File: config.mk
export PLATFORM = sky130hd
export DESIGN_NAME = mem_arbiter
export DESIGN_NICKNAME = d
export VERILOG_FILES = /design/src/rtl/mem_arbiter.sv
export SDC_FILE = /design/constraint.sdc
export NUM_CORES = 1
export LEC_CHECK = 0
export CORE_UTILIZATION = 33
export DETAILED_ROUTE_END_ITERATION = 6
export MAX_ROUTING_LAYER = met4
export PLACE_DENSITY = 0.87
export SLEW_MARGIN = 15
export SYNTH_ARGS = -nofsm -noshare
export SYNTH_HDL_FRONTEND = slang
export SYNTH_SLANG_ARGS = --single-unit
File: constraint.sdc
create_clock -name clk -period 2.8 [get_ports clk]
set_input_delay 0.56 -clock clk [delete_from_list [all_inputs] [get_ports clk]]
set_output_delay 0.56 -clock clk [all_outputs]
set_load 0.05 [all_outputs]
File: src/rtl/mem_arbiter.sv
// mem_arbiter: shares one synchronous single-port RAM between a CPU port and a
// loader/debug port. The CPU normally wins, but a pending loader request may
// only lose STARVE_LIMIT consecutive cycles. The loader can also take
// exclusive ownership (hold_req/held), which freezes the CPU.
//
// Ports
//   clk, reset_n                         clock, synchronous active-low reset
//   cpu_req/we/addr/wdata                CPU access request
//   cpu_stall                            CPU request not granted this cycle
//   cpu_rvalid, cpu_rdata                CPU read completion (1 cycle after grant)
//   ldr_req/we/addr/wdata                loader request, held until ldr_ack
//   ldr_ack, ldr_rdata                   loader completion pulse and read data
//   hold_req, held                       exclusive ownership request / grant
//   mem_en/we/addr/wdata, mem_rdata      RAM port (read data one cycle late)
//
// State table
//   state | meaning
//   RUN   | shared operation, CPU favoured with starvation guard
//   DRAIN | hold requested; CPU excluded, last RUN access completing
//   HELD  | loader owns the RAM exclusively, held=1

module mem_arbiter #(
  parameter int STARVE_LIMIT = 3
) (
  input  logic       clk,
  input  logic       reset_n,
  input  logic       cpu_req,
  input  logic       cpu_we,
  input  logic [7:0] cpu_addr,
  input  logic [7:0] cpu_wdata,
  output logic       cpu_stall,
  output logic       cpu_rvalid,
  output logic [7:0] cpu_rdata,
  input  logic       ldr_req,
  input  logic       ldr_we,
  input  logic [7:0] ldr_addr,
  input  logic [7:0] ldr_wdata,
  output logic       ldr_ack,
  output logic [7:0] ldr_rdata,
  input  logic       hold_req,
  output logic       held,
  output logic       mem_en,
  output logic       mem_we,
  output logic [7:0] mem_addr,
  output logic [7:0] mem_wdata,
  input  logic [7:0] mem_rdata
);

  localparam logic [3:0] LIMIT = 4'(STARVE_LIMIT);

  typedef enum logic [1:0] {
    ST_RUN   = 2'd0,
    ST_DRAIN = 2'd1,
    ST_HELD  = 2'd2
  } state_t;

  typedef enum logic [1:0] {
    OWN_NONE = 2'd0,
    OWN_CPU  = 2'd1,
    OWN_LDR  = 2'd2
  } owner_t;

  state_t     state_q, state_d;
  owner_t     owner_q, owner_d;
  logic       own_we_q, own_we_d;
  logic [3:0] starve_q, starve_d;
  logic       held_q, held_d;

  logic       cpu_gnt;
  logic       ldr_gnt;
  logic       ldr_elig;

  always_ff @(posedge clk) begin
    if (!reset_n) begin
      state_q  <= ST_RUN;
      owner_q  <= OWN_NONE;
      own_we_q <= 1'b0;
      starve_q <= 4'd0;
      held_q   <= 1'b0;
    end else begin
      state_q  <= state_d;
      owner_q  <= owner_d;
      own_we_q <= own_we_d;
      starve_q <= starve_d;
      held_q   <= held_d;
    end
  end

  // Completions are masked while reset is low so an access granted just
  // before reset never reports completion.
  assign ldr_ack    = reset_n && (owner_q == OWN_LDR);
  assign cpu_rvalid = reset_n && (owner_q == OWN_CPU) && !own_we_q;
  assign cpu_rdata  = cpu_rvalid ? mem_rdata : 8'd0;
  assign ldr_rdata  = (ldr_ack && !own_we_q) ? mem_rdata : 8'd0;
  assign held       = held_q;

  // The request is still high in its ack cycle; ignoring it there prevents a
  // second service of the same access.
  assign ldr_elig = ldr_req && !ldr_ack;

  always_comb begin
    cpu_gnt = 1'b0;
    ldr_gnt = 1'b0;
    if (reset_n) begin
      unique case (state_q)
        ST_RUN: begin
          if (ldr_elig && (!cpu_req || starve_q == LIMIT)) begin
            ldr_gnt = 1'b1;
          end else if (cpu_req) begin
            cpu_gnt = 1'b1;
          end
        end
        ST_DRAIN, ST_HELD: begin
          ldr_gnt = ldr_elig;
        end
        default: begin
          cpu_gnt = 1'b0;
          ldr_gnt = 1'b0;
        end
      endcase
    end
  end

  always_comb begin
    state_d = state_q;
    unique case (state_q)
      ST_RUN:   if (hold_req) state_d = ST_DRAIN;
      ST_DRAIN: state_d = hold_req ? ST_HELD : ST_RUN;
      ST_HELD:  if (!hold_req) state_d = ST_RUN;
      default:  state_d = ST_RUN;
    endcase
    held_d = (state_d == ST_HELD);
  end

  always_comb begin
    starve_d = starve_q;
    if (state_q != ST_RUN || !ldr_req || ldr_gnt) begin
      starve_d = 4'd0;
    end else if (ldr_elig && starve_q != LIMIT) begin
      starve_d = starve_q + 4'd1;
    end
  end

  always_comb begin
    owner_d  = OWN_NONE;
    own_we_d = 1'b0;
    if (cpu_gnt) begin
      owner_d  = OWN_CPU;
      own_we_d = cpu_we;
    end else if (ldr_gnt) begin
      owner_d  = OWN_LDR;
      own_we_d = ldr_we;
    end
  end

  always_comb begin
    mem_en    = 1'b0;
    mem_we    = 1'b0;
    mem_addr  = 8'd0;
    mem_wdata = 8'd0;
    if (cpu_gnt) begin
      mem_en    = 1'b1;
      mem_we    = cpu_we;
      mem_addr  = cpu_addr;
      mem_wdata = cpu_wdata;
    end else if (ldr_gnt) begin
      mem_en    = 1'b1;
      mem_we    = ldr_we;
      mem_addr  = ldr_addr;
      mem_wdata = ldr_wdata;
    end
  end

  assign cpu_stall = cpu_req && !cpu_gnt;

endmodule

# Word-level counts from Yosys, hierarchy flattened
# Index checks and enable logic that the tools add are counted.
# word_totals
regBits	10
latch_bits	0
mem_bits_rw	0
rom_bits	0
elab_cells	59
memories	0
# op_classes
addsub	1
mul	0
n_div	0
magnitude_cmp	0
eq_ne	7
shifts	0
n_mux	23
bitwise	1
reduce_logical	21
# op_table
operator	n
8-bit two-way mux	6
1-bit two-way mux	11
1-bit logical AND	8
2-bit two-way mux	4
2-bit == test (second input constant)	3
2-bit one-hot mux with 3 select lines	1
2-bit OR reduction	3
1-bit logical NOT	5
4-bit by 1-bit adder with 4-bit output (second input constant)	1
2-bit by 1-bit == test with 1-bit output (second input constant)	2
4-bit by 2-bit == test with 1-bit output (second input constant)	1
4-bit by 2-bit != test with 1-bit output (second input constant)	1
1-bit logical OR	3
2-bit logical NOT	1
1-bit one-hot mux with 2 select lines	1
2-bit nonzero test	1
1-bit inverter	1

# Depth between registers and ports, before layout
# Gate-level depths: netlist of run 1.
# depth
depth_word	10
depth_mapped	6
ltp_nobuf	5

# Worst setup path before layout of run 1
# OpenSTA, ideal clock, no wires.
# synth_timing
path_kind	register -> output
start	register state_q[0]
end	output mem_addr[7]
t_arrival_ns	2.521
required_time_ns	2.240
setup_slack_ns	-0.281
path_stages_with_launch	7
path_buffers	1
cell_sequence	dfxtp_1 > inv_1 > ha_1 > o21ai_0 > or3_1 > clkbuf_1 > o32ai_1
# synth_between
elab_chain_cells	6
elab_cells_between_ends	10
classes_between	eq/ne: 2; mux: 6; reduce/logical: 2
# synth_rtl
item	line	source
start, declared	63	state_t state_q, state_d;
start signal, assigned	81	state_q <= state_d;
2-bit == test or 2-bit by 1-bit == test with 1-bit output (tied branches)	105	unique case (state_q)
2-bit OR reduction	105	
1-bit one-hot mux with 2 select lines	105	
1-bit two-way mux	104	if (reset_n) begin
8-bit two-way mux	166	end else if (ldr_gnt) begin
8-bit two-way mux *	161	if (cpu_gnt) begin
end, declared	44	output logic [7:0] mem_addr,
# Every way passes the cells marked *; elsewhere a longest branch is shown, timed or not.

# Worst setup path in the final report of run 1
# layout_timing
start	input cpu_req
end	output mem_we
# layout_between
elab_chain_cells	8
elab_cells_between_ends	12
classes_between	mux: 9; reduce/logical: 3
# layout_rtl
item	line	source
start, declared	27	input logic cpu_req,
1-bit logical NOT	107	if (ldr_elig && (!cpu_req || starve_q == LIMIT)) begin
1-bit logical OR	107	
1-bit logical AND	107	
1-bit two-way mux	107	
1-bit one-hot mux with 2 select lines	105	
1-bit two-way mux	104	
1-bit two-way mux	166	
1-bit two-way mux *	161	
end, declared	43	output logic mem_we,
# Marks and branches as above.

==> results.toml, run 1 <==
[run_status]
status = "finished with violations"
violations = "setup timing"

[die]
dieArea_um2 = 3430
die_x_um = 58.6
io_pins = 85
num_rows = 20
die_height_um = 58.6
core_area_um2 = 3050
start_util_pct = 34.6

[clock_network]
path_clk_slew_ns = 0.07
cts_sinks = 10
postCtsHoldBufs = 0
numCtsBuffers = 3
root_buffer = "clkbuf_4"
cts_buffer_depth = 2
cts_tree = "built"
clkLatencyLatePin_ns = 0.28
cts_htree_levels = 1

[grt]
grt_pass1_wl_mm = 6.35
overflow = 0
grt_util_all_layers_pct = 25.1
grt_start_max_net_pins = 22
antenna_found_initial = 0
grt_pass1_vias = 1428

[power_and_ir_drop]
p_total_mw = 0.812
p_sw_share_pct = 39.7
powerDensity_nw_per_um2 = 300
switching_power_mw = 0.322
pwr-share-comb_pct = 63.5
clock_power_share_pct = 17.2
power_leakage_nw = 1.21
internal-power_mw = 0.490
vdd_drop_max_uv = 222
sequentialPowerShare_pct = 19.3

[detailed_routing]
wl_per_cell_um = 19.3
via_count = 1556
drt_iter0_markers = 62
routed_wl_mm = 5.55
drc_errors = 0
first_pass_iters = 4
detail-route-antenna-nets = 0
vias_per_cell = 5.42

[setup_path]
path_cells = "clkdlybuf4s50_1, and3_1, o31ai_4, buf_4, buf_12, o32ai_2, buf_4, buf_12"
worst-path-buf-inv = 5
cp.depth = 8
startpoint_type = "primary input"
crit_family = "buffers and inverters"
slowest_delay_ns = 0.58
endpoint_kind = "output pin"
r2r.worst_path.cells = 4
worstPathArrival_ns = 2.27
slowest_stage = "clkdlybuf4s50_1"
crit_path_max_fanout = 6
worstPathRequired_ns = 2.24
crit_type = "primary input to output pin"

[sta]
period_share_pct = 101
hold_viol = 0
setup_viol = 1
setup_tns_ns = -0.0296
timing.fmax_mhz = 353
finClkSkew_ns = 0.00428
slew-limit-headroom_pct = 57.1
period_minus_slack_ns = 2.83
final_max_slew_viol_count = 0
setup_ws_ns = -0.0296
worst_pin_slew_ns = 0.639

[final_layout]
num-fill-cells = 136
ff_latch_area_um2 = 208
synthToLayoutAreaGrowth_pct = 156
mostFrequentLayoutCells = "clkdlybuf4s50_1, inv_1, buf_12"
final_common_cell = "clkdlybuf4s50_1"
antennaDiodeCount = 0
multi_input_area_um2 = 769
fin_nets = 296
drive_above_1_share_pct = 39.5
finalNonFillerCells = 287
fin_area_um2 = 2710

[synthesis]
synthCells = 137
syn_avg_cell_area_um2 = 7.72
ys_seq_area_share_pct = 18.9
ys_warn_count = 0
yosysUniqueCellTypes = 32
syn_nets = 189
synth_area_um2 = 1060
yosys_register_bits = 10

[run]
drv_cap = 0

[hold_path]
min_delay_path_depth = 2
worstHoldPathType = "register to register"

[place]
io_buffer_count = 84
place_congestion = 0.802
dp.final_hpwl_mm = 3.15
detailedPlace.worstSlack_ns = -0.0174
postPlaceCellArea_um2 = 2440
dpl.cell_count = 276
-- registers in the layout, indices dropped and copies added, names as in the netlist --
register	cells
own_we_q	1
held	1
state_q	2
starve_q	4
owner_q	2
-- synth_stat cells, drive strengths merged --
master,number,share of area [%]
buf,4,3.1
o32ai,18,21
dfxtp,10,19
nand2b,1,0.59
or4,1,0.71
and2,17,10
nor2,3,1.1
nor3,1,0.47
nand3b,1,0.71
nor2b,1,0.59
nand3,3,1.4
nand4,2,1.2
nor4bb,1,0.95
ha,5,5.9
or3b,1,1.1
a211oi,4,2.8
a311oi,1,0.83
a22oi,1,0.71
inv,41,15
nor3b,1,0.71
o21ai,4,1.9
or3,3,1.8
and3,3,2.2
mux2,1,1.1
clkbuf,3,1.1
o31ai,4,3.3
a21oi,2,0.95
-- routing by layer --
metal  up-vias  share of wire [%]  global-route usage, %  wire length (um)
met5         -                  0                      -                 0
met4         0                3.1                   6.80               173
met3        18                6.1                   6.37               338
met2        98                 53                   48.8              2940
met1       748                 38                   24.4              2100
li1        692                  -                      -                 -
-- path summary, 6_finish.rpt --
| path | from | endpoint | slack (ns) |
|---|---|---|---|
| worst max-delay path | cpu_req | mem_we | -0.03 |
| worst min-delay path | starve_q[0] | starve_q[0] | 0.54 |
| worst max register to register | starve_q[0] | starve_q[0] | 0.94 |
| worst min register to register | starve_q[0] | starve_q[0] | 0.54 |
-- timing repair --
action                                 in CTS  in global routing
setup buffers                               0                  2
gates resized for setup                     2                 22
cloned                                      0                  5
pin swaps                                   0                  3
endpoints found under the hold margin       0                  0
setup endpoints to repair                   2                 18
-- power by group through the flow --
stage	Clock [mW]	Combinational [mW]	Sequential, mW
global placement	0	0.439	0.157
finish	0.139	0.516	0.157
detailed placement	0	0.448	0.157
floorplan	0	0.205	0.158
global route	0.148	0.533	0.157
CTS	0.140	0.452	0.154
-- cells by family after synthesis --
| family | share of synthesized area (%) |
|---|---|
| DFF | 18.9 |
| AOI/OAI and AO/OA | 31.8 |
| and+or+nand+nor | 23.6 |
| adders and majority gates | 5.92 |
| muxes | 1.07 |
| buffers and inverters | 18.7 |
-- metrics by stage --
step	util [%]	hold WS [ns]
floorplan	-	0.473
global placement	79.8	0.495
detailed placement	79.8	0.513
CTS	81.4	0.526
global route	88.6	0.563
finish	88.6	0.544
-- final cells by class --
class                      instances  share of cell area [%]
sequential                        10                    7.68
clock buffer                       4                    1.34
tap                               44                    2.04
inverter                          41                    5.69
timing repair buffer             108                    54.8
multi-input combinational         80                    28.4
-- tightest hold or removal path, stage by stage, from the launching register on --
cell and delay (ns):
dfxtp_2 0.35, o31ai_1 0.07, a211oi_1 0.07
Power figures use the tool's default switching activity.
==> run 2: changes to the inputs <==
Settings changed: CORE_UTILIZATION 33 to 50, DONT_BUFFER_PORTS set to 1, PLACE_DENSITY 0.87 to 0.71.
==> run 2 against run 1 <==
The run now ends clean. Final cell count down 37%. Highest routed layer unchanged. Critical path type is now register to output pin. Clock skew is 0.0052 ns higher. Sequential power is essentially flat. Final area down 50%. Die area fell by 33%. Combinational power decreased by 47%. Routed wire length down 55%. Count of clock-buffer cells in the layout is 1 lower. Sequential share of layout area rose by 7.4 points. Maximum frequency grew 5.4%. Power shrank 35%. Worst setup slack gained 0.14 ns.
==> results.toml, run 2 (same netlist as run 1, synthesis figures left out) <==
[run_status]
status = "completed"

[sta]
slew-limit-headroom_pct = 51.8
finClkSkew_ns = 0.00944
final_max_slew_viol_count = 0
hold_viol = 0
period_share_pct = 95.9
setup_tns_ns = 0
setup_viol = 0
rsz0062_at_grt = "false"
period_minus_slack_ns = 2.69
timing.fmax_mhz = 372
timing.hold.ws_ns = 0.473
worst_pin_slew_ns = 0.719

[setup_path]
worstPathArrival_ns = 2.13
crit_type = "register to output pin"
worstPathRequired_ns = 2.24
crit_path_max_fanout = 20
endpoint_kind = "output pin"
startpoint_type = "register"

[run]
drv_cap = 0

[power_and_ir_drop]
switching_power_mw = 0.244
internal-power_mw = 0.283
vdd_drop_max_uv = 197
p_total_mw = 0.527
sequentialPowerShare_pct = 29.9
pwr-share-comb_pct = 51.4
powerDensity_nw_per_um2 = 393
p_sw_share_pct = 46.3
clock_power_share_pct = 18.6
power_leakage_nw = 0.647

[die]
dieArea_um2 = 2300
start_util_pct = 53.3
num_rows = 16
core_area_um2 = 1980
io_pins = 85
die_x_um = 48.0
die_height_um = 48.0

[final_layout]
synthToLayoutAreaGrowth_pct = 26.7
fin_area_um2 = 1340
final_common_cell = "inv_1"
largest_register = "starve_q"
reg_top3 = "starve_q: 4 flops, owner_q: 2 flops, state_q: 2 flops"
drive_above_1_share_pct = 31.6
utilization_pct = 67.6
antennaDiodeCount = 0
num-fill-cells = 171
fin_nets = 209
mostFrequentLayoutCells = "inv_1, buf_4, o32ai_2, and2_1, dfxtp_1"
largest_register_ff_count = 4

[hold_path]
worstHoldPathType = "primary input to register"

[clock_network]
cts_tree = "built"
cts_sinks = 10
path_clk_slew_ns = 0.07
clkLatencyLatePin_ns = 0.26
root_buffer = "clkbuf_4"
cts_htree_levels = 1
numCtsBuffers = 3
cts_buffer_depth = 2
postCtsHoldBufs = 0

[detailed_routing]
routed_wl_mm = 2.49
via_count = 1057
drt_iter0_markers = 15
drc_errors = 0
first_pass_iters = 4
vias_per_cell = 5.81
detail-route-antenna-nets = 0
wl_per_cell_um = 13.7

[grt]
overflow = 0
grt_util_all_layers_pct = 21.3
grt_pass1_vias = 832
antenna_found_initial = 0
grt_start_max_net_pins = 22
grt_pass1_wl_mm = 3.43

[place]
place_congestion = 0.774
dp.final_hpwl_mm = 2.00
io_buffer_count = 0
postPlaceCellArea_um2 = 1310
## run 2: changes by cell type in the layout (fill, tap and decap cells not counted), sizes merged
| cell | delta |
|---|---|
| clkdlybuf4s50 | -45 |
| buf | -35 |
| clkbuf | -5 |
| dlymetal6s2s | -2 |
| and3 | -1 |
## run 2: final timing paths
| path | slack (ns) | cells after the start | end | start |
|---|---|---|---|---|
| max | 0.11 | 6 | mem_addr[7] | state_q[0] |
| min | 0.47 | 2 | starve_q[1] | ldr_req |
| max reg2reg | 0.84 | 4 | starve_q[0] | starve_q[0] |
| min reg2reg | 0.51 | 2 | starve_q[1] | starve_q[1] |
## run 2: final cells by class
type | count | area [um2] | area share (%)
Multi-Input combinational cell | 79 | 743 | 55.5
Clock buffer | 3 | 22.5 | 1.68
Sequential cell | 10 | 201 | 15.0
Inverter | 41 | 154 | 11.5
Timing Repair Buffer | 22 | 185 | 13.8
Tap cell | 27 | 33.8 | 2.52
## run 2: per-stage QoR
step                      instances  setup WS [ns]
after floorplan                 137         -0.281
after global placement          179          0.425
after detailed placement        179          0.343
after CTS                       182         0.0591
after global routing            182         0.0119
final                           182          0.115
## run 2: worst max-delay path, stage by stage (launching register included)
cell      delay (ns)
dfxtp_2         0.35
ha_1            0.22
nand2b_1        0.22
or3_1           0.37
buf_4           0.24
o32ai_2         0.22
buf_4           0.24
## run 2: power groups by stage
stage                     registers, mW  logic (mW)  clock network (mW)
final                             0.158       0.271              0.0983
after global routing              0.159       0.286               0.109
after CTS                         0.157       0.270               0.102
after detailed placement          0.161       0.270                   0
after global placement            0.160       0.264                   0
after floorplan                   0.158       0.205                   0
## run 2: repair_timing
action                     in CTS  in global routing
setup buffers                   0                  0
setup endpoints to repair       0                 19
resized for setup               0                  3
## run 2: routing by layer
| metal | routed length, um | global-route usage [%] | share of wire [%] |
|---|---|---|---|
| met2 | 1290 | 38.9 | 52 |
| met1 | 1030 | 24.4 | 42 |
| met4 | 10 | 5.00 | 0.40 |
| met3 | 156 | 2.26 | 6.3 |
| met5 | 0 | - | 0 |
